## config.mk

```make
export PLATFORM = sky130hd
export DESIGN_NAME = u16_dec_ascii_tx
export DESIGN_NICKNAME = d
export VERILOG_FILES = /design/src/rtl/u16_dec_ascii_tx.sv
export SDC_FILE = /design/constraint.sdc
export NUM_CORES = 1
export LEC_CHECK = 0
export CAP_MARGIN = 15
export CORE_UTILIZATION = 38
export DETAILED_ROUTE_END_ITERATION = 10
export HOLD_SLACK_MARGIN = 0.15
export PLACE_DENSITY = 0.65
export REMOVE_ABC_BUFFERS = 1
export SLEW_MARGIN = 0
export SYNTH_ARGS = -nofsm -noshare
export SYNTH_HDL_FRONTEND = slang
export SYNTH_SLANG_ARGS = --single-unit
```

## constraint.sdc

```tcl
create_clock -name clk -period 3.15 [get_ports clk]
set_clock_uncertainty 0.15 [all_clocks]
set_input_delay 0.4725 -clock clk [delete_from_list [all_inputs] [get_ports clk]]
set_output_delay 0.4725 -clock clk [all_outputs]
set_load 0.05 [all_outputs]
```

## src/rtl/u16_dec_ascii_tx.sv

```systemverilog
// Converts a 16-bit unsigned value to decimal ASCII, most significant digit first, on a valid/ready byte stream.
// Define DEC_TX_TERM_EN to append TERM_CHAR as the final byte of each number.
module u16_dec_ascii_tx #(
    parameter int         UUID      = 0,
    parameter             NAME      = "",
    parameter logic [7:0] TERM_CHAR = 8'h0A
) (
    input  logic        clk,
    input  logic        rst,
    input  logic        in_valid,
    output logic        in_ready,
    input  logic [15:0] in_data,
    output logic        out_valid,
    input  logic        out_ready,
    output logic [7:0]  out_data,
    output logic        out_last,
    output logic        busy
);

`ifdef DEC_TX_TERM_EN
    localparam logic LAST_ON_DIGIT = 1'b0;
    typedef enum logic [1:0] {S_IDLE, S_CONV, S_EMIT, S_TERM} state_t;
`else
    localparam logic LAST_ON_DIGIT = 1'b1;
    typedef enum logic [1:0] {S_IDLE, S_CONV, S_EMIT} state_t;
`endif

    if (UUID < 0) begin : g_bad_uuid
        $error("u16_dec_ascii_tx %s: negative UUID %0d (term %h)", NAME, UUID, TERM_CHAR);
    end

    state_t      state;
    logic [15:0] bin_q;
    logic [19:0] bcd_q;
    logic [3:0]  cnt_q;
    logic [2:0]  idx_q;

    logic [15:0] bcd_adj;
    logic [19:0] bcd_step;
    logic [2:0]  msd;

    function automatic logic [7:0] ascii_digit(input logic [19:0] bcd, input logic [2:0] i);
        return {4'h3, bcd[{i, 2'b00} +: 4]};
    endfunction

    // The top digit never needs the +3 correction: it is at most 3 before its final shift,
    // because 65535 < 80000.
    always_comb begin
        bcd_adj = bcd_q[15:0];
        for (int i = 0; i < 4; i++) begin
            if (bcd_q[i*4 +: 4] >= 4'd5)
                bcd_adj[i*4 +: 4] = bcd_q[i*4 +: 4] + 4'd3;
        end
        bcd_step = {bcd_q[18:16], bcd_adj, bin_q[15]};
        msd = 3'd0;
        for (int i = 1; i < 5; i++) begin
            if (bcd_step[i*4 +: 4] != 4'd0)
                msd = 3'(i);
        end
    end

    always_ff @(posedge clk or negedge rst) begin
        if (!rst) begin
            state     <= S_IDLE;
            bin_q     <= '0;
            bcd_q     <= '0;
            cnt_q     <= '0;
            idx_q     <= '0;
            in_ready  <= 1'b1;
            out_valid <= 1'b0;
            out_data  <= 8'h00;
            out_last  <= 1'b0;
            busy      <= 1'b0;
        end else begin
            case (state)
                S_IDLE: begin
                    if (in_valid && in_ready) begin
                        bin_q    <= in_data;
                        bcd_q    <= '0;
                        cnt_q    <= '0;
                        in_ready <= 1'b0;
                        busy     <= 1'b1;
                        state    <= S_CONV;
                    end
                end
                S_CONV: begin
                    bcd_q <= bcd_step;
                    bin_q <= {bin_q[14:0], 1'b0};
                    cnt_q <= cnt_q + 4'd1;
                    if (cnt_q == 4'd15) begin
                        idx_q <= msd;
                        state <= S_EMIT;
                    end
                end
                S_EMIT: begin
                    // First EMIT cycle loads the leading digit; later bytes load on each handshake.
                    if (!out_valid) begin
                        out_valid <= 1'b1;
                        out_data  <= ascii_digit(bcd_q, idx_q);
                        out_last  <= LAST_ON_DIGIT && (idx_q == 3'd0);
                    end else if (out_ready) begin
                        if (idx_q != 3'd0) begin
                            idx_q    <= idx_q - 3'd1;
                            out_data <= ascii_digit(bcd_q, idx_q - 3'd1);
                            out_last <= LAST_ON_DIGIT && (idx_q == 3'd1);
                        end else begin
`ifdef DEC_TX_TERM_EN
                            out_data <= TERM_CHAR;
                            out_last <= 1'b1;
                            state    <= S_TERM;
`else
                            out_valid <= 1'b0;
                            out_data  <= 8'h00;
                            out_last  <= 1'b0;
                            in_ready  <= 1'b1;
                            busy      <= 1'b0;
                            state     <= S_IDLE;
`endif
                        end
                    end
                end
`ifdef DEC_TX_TERM_EN
                S_TERM: begin
                    if (out_ready) begin
                        out_valid <= 1'b0;
                        out_data  <= 8'h00;
                        out_last  <= 1'b0;
                        in_ready  <= 1'b1;
                        busy      <= 1'b0;
                        state     <= S_IDLE;
                    end
                end
`endif
                default: state <= S_IDLE;
            endcase
        end
    end

endmodule
```

==> out/results.tsv <==
stage	metric	value	unit
timing	Worst Hold Slack	135.2	ps
route	first drt pass iteration count	4	
die	Initial Util	39.07	%
setup_path	FF-to-FF Start	idx_q[1]	
grt	first-pass GRT wire length	12160	um
clock_network	Sink Count	54	
setup_path	FF-to-FF path depth	8	
setup_path	CP endpoint kind	flip-flop	
setup_path	Worst R2R End	out_data[2]	
pwr	Leakage	1.617	nW
die	IO Pins	32	
finish	most frequent cells in the layout	nand2_1 (56), dfrtp_1 (53), clkdlybuf4s50_1 (28)	
clock_network	CTS Root Cell	clkbuf_8	
finish	# fillers	790	
timing	Slew Limit Headroom	53.91	%
synthesis	register area share after synthesis	42.34	%
synthesis	mapped cell area	0.003194	mm2
route	vias	2645	
clock_network	Post-CTS Resized	0	
synthesis	register bit total from synthesis	54	
route	DRT iter0 DRCs	130	
synthesis	Async SR Flop Fraction	100.0	%
outcome	status	finished clean	
synthesis	Syn Inst Count	353	
setup_path	FF-to-FF setup slack	770	ps
clock_network	CTS tree	yes	
finish	most common cell after layout, fill and taps aside	nand2_1	
die	Die Width	93.69	um
clock_network	htree depth	2	
setup_path	CP arrival	2430	ps
clock_network	clk_lat worst skew	310	ps
finish	share of cells above drive strength 1	8.753	%
pwr	pwr dens	311.0	mW/mm2
setup_path	crit path launch type	flip-flop	
route	Total Wirelength	7113	um
die	die footprint	0.008777	mm2
synthesis	Synth warnings	0	
clock_network	Hold-fix buffers, CTS	0	
die	num rows	33	
placement	Buffers on Ports	29	
pwr	maximum VDD drop	236.7	uV
clock_network	maximum clock path buffer count	2	
finish	area delta synth->final	15.28	%
grt	vias in the first global route	2545	
finish	Final #Nets	408	
timing	worst-margin pin slew	691.4	ps
finish	area taken by flip-flops and latches	0.001353	mm2
placement	dpl hpwl	5191	um
setup_path	CP Max Fanout	12	
clock_network	Clock transition at path regs	110	ps
timing	Fin Setup TNS	0	ps
synthesis	Most used DFF post-synth	dfrtp_1	
route	drt via density	5.488	
route	drt wl/cell	14.76	um
setup_path	Critical Path RT	3200	ps
setup_path	CP Class	reg2reg	
timing	Period minus WS final	2383	ps
timing	RSZ-0062 raised after global routing	false	
die	Chip Height	93.69	um
synthesis	syn_area_per_cell	9.049	um2
route	# DRC	0	
timing	Fin. Hold Viols	0	
finish	diode count	0	
job	maxcap violations	0	
synthesis	number of flops mapped to enable cells by yosys	0	
die	core box area	0.008175	mm2
placement	RD Place Congestion	0.8445	
timing	Max Transition Viols Final	0	
timing	FMAX	0.4197	GHz
timing	count of final setup violators	0	
grt	GRT overflow	0	
grt	initial antenna violation count	0	
synthesis	Yosys cell types	51	
finish	area of the multi-input gates	0.001689	mm2
clock_network	Setup Buffers After CTS	0	
clock_network	CTS Buf Count	5	
grt	largest net degree at the start of global routing	55	
grt	GRT Overall Usage	17.59	%
route	post-route ant nets	0	
worst_hold_path	Hold Path Class	in2async	
timing	crit share post-route	75.64	%
## power breakdown
group          internal, mW  leakage [nW]  switching (mW)
registers             0.693         0.673               0
logic                0.0223         0.899          0.0248
clock network         0.161        0.0447           0.244
total                 0.876          1.62           0.269
## cells in the mapped netlist (8+ instances only)
| cell | instances | area, um2 |
|---|---|---|
| nor2_1 | 29 | 108.9 |
| nand2_1 | 56 | 210.2 |
| nor3b_1 | 9 | 67.56 |
| ha_1 | 12 | 150.1 |
| clkbuf_1 | 12 | 45.04 |
| dfrtp_1 | 53 | 1326 |
| o22ai_1 | 8 | 50.05 |
| inv_1 | 14 | 52.55 |
| a31oi_1 | 17 | 106.4 |
| o21ai_0 | 27 | 135.1 |
| a21oi_1 | 25 | 125.1 |
## metrics by stage
stage | utilization [%] | cell area [um2] | setup slack (ps) | total power, mW | instances
after CTS | 45.04 | 3682 | 766.5 | 1.164 | 482
after floorplan | - | 3089 | 227.1 | 0.7159 | 333
after global placement | 43.89 | 3588 | 913.8 | 0.7544 | 474
after global routing | 45.04 | 3682 | 679.7 | 1.193 | 482
after detailed placement | 43.89 | 3588 | 818.8 | 0.7551 | 474
final | 45.04 | 3682 | 767.4 | 1.145 | 482
## cell families after synthesis
family / Yosys count / synth area share (%)
buf+inv: 35 / 5.052
other cells: 1 / 0.1174
fa+ha+maj: 12 / 4.700
compound gates: 102 / 20.25
xor+xnor: 5 / 1.371
simple gates: 128 / 19.15
flops: 54 / 42.34
mux: 16 / 7.012
## registers in the layout, indices dropped and copies added, names as in the netlist
name	flops
out_data	5
cnt_q	4
idx_q	3
bin_q	16
out_last	1
in_ready	1
state	2
bcd_q	20
busy	1
out_valid	1
## final cells by class
cell class / instances / area share, %
tap: 105 / 3.568
inverter: 14 / 1.427
clock inverter: 3 / 0.6796
sequential: 54 / 36.73
timing repair buffer: 36 / 9.854
multi-input combinational: 265 / 45.87
clock buffer: 5 / 1.869
## worst max-delay path by stage
stage	startpoint	end	slack [ps]
after CTS	idx_q[1]	out_data[2]	770
after global routing	idx_q[1]	out_data[3]	680
after detailed placement	idx_q[1]	out_data[2]	820
final	idx_q[1]	out_data[2]	770
after floorplan	idx_q[0]	out_data[2]	230
after global placement	idx_q[1]	out_data[3]	910
## routing by layer
metal  share of wire [%]  up-vias  GRT usage [%]
li1                    -     1308              -
met1                  46     1277          23.61
met2                  49       54          29.81
met3                 4.2        6          2.589
met4                0.80        0          4.103
met5                   0        -              0
## critical path, cell delays in order, from the launching register on
cell	delay, ps
dfrtp_1	430
inv_1	200
ha_1	250
xor2_1	170
buf_4	220
mux2_2	350
a21oi_1	150
a21oi_1	80
a211o_1	270
Note: power is estimated with default switching activity, not from simulation.
